### config.mk
export PLATFORM = sky130hd
export DESIGN_NAME = adder_tree_operand_packer_flat
export DESIGN_NICKNAME = d
export VERILOG_FILES = /design/src/rtl/adder_tree_operand_packer_if.sv /design/src/rtl/adder_tree_operand_packer.sv /design/src/flat_wrapper.sv
export SDC_FILE = /design/constraint.sdc
export NUM_CORES = 1
export LEC_CHECK = 0
export ABC_AREA = 0
export BUFFER_PORTS_ARGS = -buffer_cell sky130_fd_sc_hd__buf_4
export CAP_MARGIN = 30
export CORE_MARGIN = 2
export CORE_UTILIZATION = 40
export DETAILED_ROUTE_END_ITERATION = 8
export HOLD_SLACK_MARGIN = 0.1
export PLACE_DENSITY = 0.71
export REMOVE_ABC_BUFFERS = 1
export SETUP_SLACK_MARGIN = 0.02
export SLEW_MARGIN = 20
export SYNTH_ARGS = -nofsm -noshare
export SYNTH_HDL_FRONTEND = slang
export SYNTH_SLANG_ARGS = --single-unit
### constraint.sdc
create_clock -name clk -period 5.23 [get_ports clk]
set_input_delay 1.046 -clock clk [delete_from_list [all_inputs] [get_ports clk]]
set_output_delay 1.046 -clock clk [all_outputs]
set_load 0.01 [all_outputs]
### src/rtl/adder_tree_operand_packer_if.sv
// Handshake bundle between the serial operand stream, the packer and the
// 8-lane adder tree input. The master drives beats and consumes frames;
// the slave (the packer) accepts beats and presents frames.
interface adder_tree_operand_packer_if #(
   parameter int WIDTH   = 17,
   parameter int FRAME_W = 8
);
   logic [WIDTH-1:0]   in_data;
   logic               in_valid;
   logic               in_last;
   logic               in_ready;

   logic [WIDTH-1:0]   osum0_0_0_0;
   logic [WIDTH-1:0]   osum0_0_0_1;
   logic [WIDTH-1:0]   osum0_0_1_0;
   logic [WIDTH-1:0]   osum0_0_1_1;
   logic [WIDTH-1:0]   osum0_1_0_0;
   logic [WIDTH-1:0]   osum0_1_0_1;
   logic [WIDTH-1:0]   osum0_1_1_0;
   logic [WIDTH-1:0]   osum0_1_1_1;
   logic               out_valid;
   logic               out_ready;
   logic [3:0]         out_count;
   logic [FRAME_W-1:0] out_frame;

   modport master (
      output in_data, in_valid, in_last, out_ready,
      input  in_ready,
      input  osum0_0_0_0, osum0_0_0_1, osum0_0_1_0, osum0_0_1_1,
      input  osum0_1_0_0, osum0_1_0_1, osum0_1_1_0, osum0_1_1_1,
      input  out_valid, out_count, out_frame
   );

   modport slave (
      input  in_data, in_valid, in_last, out_ready,
      output in_ready,
      output osum0_0_0_0, osum0_0_0_1, osum0_0_1_0, osum0_0_1_1,
      output osum0_1_0_0, osum0_1_0_1, osum0_1_1_0, osum0_1_1_1,
      output out_valid, out_count, out_frame
   );
endinterface

### src/rtl/adder_tree_operand_packer.sv
// Packs a serial stream of operands into 8-lane frames for the adder tree.
// A fill bank collects beats while the output bank holds the frame being
// offered downstream; a completed frame that cannot move yet waits in the
// fill bank (pend) and stalls the input until the output bank frees up.
module adder_tree_operand_packer #(
   parameter int WIDTH   = 17,
   parameter int FRAME_W = 8
) (
   input  logic                        clk,
   input  logic                        rst,
   adder_tree_operand_packer_if.slave  bus
);

   typedef logic [WIDTH-1:0] lane_t;

   lane_t              fill_q [8];
   lane_t              fill_d [8];
   lane_t              obank_q [8];
   lane_t              obank_d [8];
   logic [3:0]         fill_cnt_q, fill_cnt_d;
   logic               pend_q, pend_d;
   logic               out_valid_q, out_valid_d;
   logic [3:0]         out_count_q, out_count_d;
   logic [FRAME_W-1:0] out_frame_q, out_frame_d;
   logic [FRAME_W-1:0] seq_q, seq_d;

   logic               in_ready;
   logic               beat_acc;
   logic               beat_done;
   logic               out_free;
   logic [2:0]         beat_idx;

   // Handshake decode, beat placement and bank movement for the next edge.
   always_comb begin
      in_ready    = !pend_q && !rst;
      beat_acc    = bus.in_valid && in_ready;
      beat_idx    = fill_cnt_q[2:0];
      beat_done   = beat_acc && ((beat_idx == 3'd7) || bus.in_last);
      out_free    = !out_valid_q || bus.out_ready;

      fill_d      = fill_q;
      obank_d     = obank_q;
      fill_cnt_d  = fill_cnt_q;
      pend_d      = pend_q;
      out_valid_d = out_valid_q && !bus.out_ready;
      out_count_d = out_count_q;
      out_frame_d = out_frame_q;
      seq_d       = seq_q;

      if (pend_q && out_free) begin
         // Parked frame moves to the output bank; lanes past its count are
         // already zero because the fill bank is cleared after every frame.
         obank_d     = fill_q;
         out_count_d = fill_cnt_q;
         out_valid_d = 1'b1;
         out_frame_d = seq_q;
         seq_d       = seq_q + 1'b1;
         for (int i = 0; i < 8; i++) fill_d[i] = '0;
         fill_cnt_d  = 4'd0;
         pend_d      = 1'b0;
      end else if (beat_acc) begin
         fill_d[beat_idx] = bus.in_data;
         if (beat_done) begin
            if (out_free) begin
               obank_d     = fill_d;
               out_count_d = {1'b0, beat_idx} + 4'd1;
               out_valid_d = 1'b1;
               out_frame_d = seq_q;
               seq_d       = seq_q + 1'b1;
               for (int i = 0; i < 8; i++) fill_d[i] = '0;
               fill_cnt_d  = 4'd0;
            end else begin
               fill_cnt_d  = {1'b0, beat_idx} + 4'd1;
               pend_d      = 1'b1;
            end
         end else begin
            fill_cnt_d = fill_cnt_q + 4'd1;
         end
      end
   end

   // State registers; reset discards partial, pending and output frames.
   always_ff @(posedge clk) begin
      if (rst) begin
         for (int i = 0; i < 8; i++) begin
            fill_q[i]  <= '0;
            obank_q[i] <= '0;
         end
         fill_cnt_q  <= 4'd0;
         pend_q      <= 1'b0;
         out_valid_q <= 1'b0;
         out_count_q <= 4'd0;
         out_frame_q <= '0;
         seq_q       <= '0;
      end else begin
         fill_q      <= fill_d;
         obank_q     <= obank_d;
         fill_cnt_q  <= fill_cnt_d;
         pend_q      <= pend_d;
         out_valid_q <= out_valid_d;
         out_count_q <= out_count_d;
         out_frame_q <= out_frame_d;
         seq_q       <= seq_d;
      end
   end

   assign bus.in_ready    = in_ready;
   assign bus.out_valid   = out_valid_q;
   assign bus.out_count   = out_count_q;
   assign bus.out_frame   = out_frame_q;
   assign bus.osum0_0_0_0 = obank_q[0];
   assign bus.osum0_0_0_1 = obank_q[1];
   assign bus.osum0_0_1_0 = obank_q[2];
   assign bus.osum0_0_1_1 = obank_q[3];
   assign bus.osum0_1_0_0 = obank_q[4];
   assign bus.osum0_1_0_1 = obank_q[5];
   assign bus.osum0_1_1_0 = obank_q[6];
   assign bus.osum0_1_1_1 = obank_q[7];

endmodule

### src/flat_wrapper.sv
// flat-port wrapper written by rule: the top's interface ports become plain ports
module adder_tree_operand_packer_flat 
#(
   parameter int WIDTH   = 17,
   parameter int FRAME_W = 8
)
  (clk, rst, bus_in_data, bus_in_valid, bus_in_last, bus_out_ready, bus_in_ready, bus_osum0_0_0_0, bus_osum0_0_0_1, bus_osum0_0_1_0, bus_osum0_0_1_1, bus_osum0_1_0_0, bus_osum0_1_0_1, bus_osum0_1_1_0, bus_osum0_1_1_1, bus_out_valid, bus_out_count, bus_out_frame);
  adder_tree_operand_packer_if #(.WIDTH(WIDTH), .FRAME_W(FRAME_W)) bus_i ();
  input  logic clk;
  input  logic rst;
  input wire logic [$bits(bus_i.in_data)-1:0] bus_in_data;
  input wire logic [$bits(bus_i.in_valid)-1:0] bus_in_valid;
  input wire logic [$bits(bus_i.in_last)-1:0] bus_in_last;
  input wire logic [$bits(bus_i.out_ready)-1:0] bus_out_ready;
  output wire logic [$bits(bus_i.in_ready)-1:0] bus_in_ready;
  output wire logic [$bits(bus_i.osum0_0_0_0)-1:0] bus_osum0_0_0_0;
  output wire logic [$bits(bus_i.osum0_0_0_1)-1:0] bus_osum0_0_0_1;
  output wire logic [$bits(bus_i.osum0_0_1_0)-1:0] bus_osum0_0_1_0;
  output wire logic [$bits(bus_i.osum0_0_1_1)-1:0] bus_osum0_0_1_1;
  output wire logic [$bits(bus_i.osum0_1_0_0)-1:0] bus_osum0_1_0_0;
  output wire logic [$bits(bus_i.osum0_1_0_1)-1:0] bus_osum0_1_0_1;
  output wire logic [$bits(bus_i.osum0_1_1_0)-1:0] bus_osum0_1_1_0;
  output wire logic [$bits(bus_i.osum0_1_1_1)-1:0] bus_osum0_1_1_1;
  output wire logic [$bits(bus_i.out_valid)-1:0] bus_out_valid;
  output wire logic [$bits(bus_i.out_count)-1:0] bus_out_count;
  output wire logic [$bits(bus_i.out_frame)-1:0] bus_out_frame;
  assign bus_i.in_data = bus_in_data;
  assign bus_i.in_valid = bus_in_valid;
  assign bus_i.in_last = bus_in_last;
  assign bus_i.out_ready = bus_out_ready;
  assign bus_in_ready = bus_i.in_ready;
  assign bus_osum0_0_0_0 = bus_i.osum0_0_0_0;
  assign bus_osum0_0_0_1 = bus_i.osum0_0_0_1;
  assign bus_osum0_0_1_0 = bus_i.osum0_0_1_0;
  assign bus_osum0_0_1_1 = bus_i.osum0_0_1_1;
  assign bus_osum0_1_0_0 = bus_i.osum0_1_0_0;
  assign bus_osum0_1_0_1 = bus_i.osum0_1_0_1;
  assign bus_osum0_1_1_0 = bus_i.osum0_1_1_0;
  assign bus_osum0_1_1_1 = bus_i.osum0_1_1_1;
  assign bus_out_valid = bus_i.out_valid;
  assign bus_out_count = bus_i.out_count;
  assign bus_out_frame = bus_i.out_frame;
  adder_tree_operand_packer #(.WIDTH(WIDTH), .FRAME_W(FRAME_W)) u_core (.clk(clk), .rst(rst), .bus(bus_i));
endmodule
==> flow_metrics.tcl <==
set metrics [dict create \
    status "complete, no violations" \
    crit-reg2reg-launch "u_core.fill_cnt_q[0]$_SDFFE_PP0P_" \
    wl_met3_um 1860 \
    period_share_pct 54.2 \
    synth.area.top_cells "dfxtp_1, mux2i_1, a22o_1" \
    synth_cell_types 46 \
    clock_sink_count 298 \
    overflow 0 \
    yosysMostFrequentCell "dfxtp_1" \
    yosysSeqAreaShare_pct 52.0 \
    power.density_nw_per_um2 342 \
    netlist_top_cells_count "dfxtp_1, a22o_1, mux2i_1, o2bb2ai_1, buf_2" \
    final_core_util_pct 49.2 \
    fill_cells 2589 \
    row_count 61 \
    diodes 0 \
    ys_ff_latch 298 \
    wl_met2_um 13300 \
    critPathKind "reg -> reg" \
    yosysWarnings 0 \
    cp.required_ns 5.72 \
    slew_headroom_pct 38.8 \
    io_buffers 171 \
    track_usage_pct 19.4 \
    drcViolationCount 0 \
    synth_ff_type "dfxtp_1" \
    grt_max_degree 126 \
    cp-start-kind "register" \
    nNetsFinal 1116 \
    syn_area_um2 11500 \
    hold_buffers 0 \
    clock_latency_ns 0.56 \
    cts_tree "done" \
    synth_edf_count 0 \
    fp.dieW_um 173 \
    worstMarginPinSlew_ns 0.914 \
    slew_viol_final 0 \
    place_inst 1436 \
    period_minus_slack_ns 2.83 \
    min_path_type "reg -> reg" \
    cap_violations 0 \
    vias 8397 \
    irDropWorstVdd_v 0.000177 \
    yosysTopAreaCell "dfxtp_1" \
    hold_ws_ns 0.462 \
    clk_path_buf_depth 3 \
    grt_pass1_vias 7874 \
    leakage_nw 5.02 \
    critical_path.endpoint_type "register" \
    topRoutingLayerUsed "met4" \
    drive_gt1_share_pct 26.1 \
    vias_per_cell 5.63 \
    seq_area_um2 5970 \
    arrival_ns 3.32 \
    cts_setup_buffers 0 \
    wl_per_cell_um 20.4 \
    gp_congestion 0.780 \
    die_h_um 173 \
    area_growth_pct 20.1 \
    grt_pass1_wl_um 47100 \
    detail_route.iter0.violations 787 \
    power.total_mw 4.72 \
    root_buffer "clkbuf_16" \
    io_pins 172 \
    critPathLaunch "u_core.fill_cnt_q[0]$_SDFFE_PP0P_" \
    synth_top_area_share_pct 52.0 \
    wl_um 30400 \
    place.detailed.hpwl_um 18300 \
    antenna_found_initial 0 \
    final_antenna_net_count 0 \
    rsz0062_at_grt "no" \
    clk_pin_slew_ns 0.06 \
    start_util_pct 41.0 \
    r2r_slack_ns 2.40 \
    hold_violations 0 \
    multi_input_area_um2 4940 \
    endpoint "u_core.fill_q[61]$_SDFFE_PP0P_" \
    cp_max_fo 17 \
    cts-resized-gates 0 \
    async_flop_share_pct 0 \
    skew_ns 0.0165 \
    drt_pass1_iterations 5 \
    synth.avg_cell_area_um2 11.8 \
    syn-instance-count 973 \
    die_area_um2 30100 \
    met1_length_um 14900 \
    r2r_cells 6 \
    timing.rr.end "u_core.fill_q[61]$_SDFFE_PP0P_" \
    setup_tns_ns 0 \
    core_um2 28000 \
    finalSetupViolations 0 \
    final-instance-count-excl-fill 1491 \
    fmax_mhz 353 \
    cts_made_buffers 31 \
    htreeDepth 1 \
]
[cell usage in the layout (no fill, tap or decap), drive strengths merged, types with 16 or more instances in the layout]
cell,n
dfxtp,298
buf,180
a22o,136
mux2i,120
o2bb2ai,119
a21oi,49
clkbuf,46
nand2,28
o21ai,26
nor2,17
nand3,16
[layer usage]
metal	GRT usage (%)	vias up
met1	29.2	4160
met5	0	-
li1	-	3956
met2	29.2	254
met3	3.22	27
met4	3.99	0
[worst min path at each step]
| stage | from | to | slack (ns) | depth (start not counted) |
|---|---|---|---|---|
| 2_1_floorplan | u_core.seq_q[7]$_SDFFE_PP0P_ | u_core.bus.out_frame[7]$_SDFFE_PP0P_ | 0.45 | 2 |
| 3_3_place_gp | u_core.bus.osum0_1_1_0[0]$_SDFFE_PP0P_ | u_core.bus.osum0_1_1_0[0]$_SDFFE_PP0P_ | 0.45 | 1 |
| 3_5_place_dp | u_core.bus.osum0_0_0_0[6]$_SDFFE_PP0P_ | u_core.bus.osum0_0_0_0[6]$_SDFFE_PP0P_ | 0.45 | 1 |
| 4_1_cts | u_core.bus.osum0_1_1_0[3]$_SDFFE_PP0P_ | u_core.bus.osum0_1_1_0[3]$_SDFFE_PP0P_ | 0.47 | 1 |
| 5_1_grt | u_core.bus.osum0_0_0_1[0]$_SDFFE_PP0P_ | u_core.bus.osum0_0_0_1[0]$_SDFFE_PP0P_ | 0.48 | 1 |
| 6_report | u_core.bus.osum0_1_1_0[3]$_SDFFE_PP0P_ | u_core.bus.osum0_1_1_0[3]$_SDFFE_PP0P_ | 0.46 | 1 |
[critical path: stages (launching register included)]
cell and delay [ns]:
dfxtp_1 0.44, ha_1 0.27, ha_1 0.18, nor2_1 0.65, o21ai_0 0.22, a21oi_2 0.74
a22o_1 0.26
[where the power goes]
| part | internal, mW | switching, mW | total [mW] |
|---|---|---|---|
| clock network | 1.27 | 0.895 | 2.17 |
| registers | 2.29 | 0.0150 | 2.31 |
| logic | 0.0702 | 0.172 | 0.242 |
| total | 3.63 | 1.08 | 4.72 |
[cell type report]
| class | count | share of cell area (%) |
|---|---|---|
| flip-flops and latches | 298 | 43.3 |
| multi-input cells | 577 | 35.9 |
| repair buffers | 180 | 9.99 |
| clock buffers | 46 | 6.77 |
| well taps | 378 | 3.43 |
| clock inverters | 9 | 0.563 |
| inverters | 3 | 0.0817 |
[flip-flops by register name (all words and copies together) (netlist names), 4 cells and up]
signal                  count
u_core.seq_q                8
u_core.bus.osum0_1_1_0     17
u_core.bus.osum0_0_0_0     17
u_core.fill_cnt_q           4
u_core.bus.out_count        4
u_core.bus.out_frame        8
u_core.bus.osum0_1_0_0     17
u_core.bus.osum0_1_0_1     17
u_core.bus.osum0_0_1_0     17
u_core.bus.osum0_0_0_1     17
u_core.bus.osum0_0_1_1     17
u_core.fill_q             136
u_core.bus.osum0_1_1_1     17
[logic make-up after synthesis]
logic type               synth area share [%]
multiplexers                             10.5
buffers and inverters                    5.05
AO/OA/AOI/OAI                            27.7
AND/OR/NAND/NOR                          4.45
flip-flops                               52.0
adder cells (fa/ha/maj)                 0.327
[per-stage QoR]
step                cell area (um2)  setup slack (ns)
floorplan                     10900            -0.793
global placement              12800              2.04
detailed placement            12800              1.96
CTS                           13800              2.36
global route                  13800              2.16
finish                        13800              2.40
No activity file was read; power rests on OpenSTA's default activity.
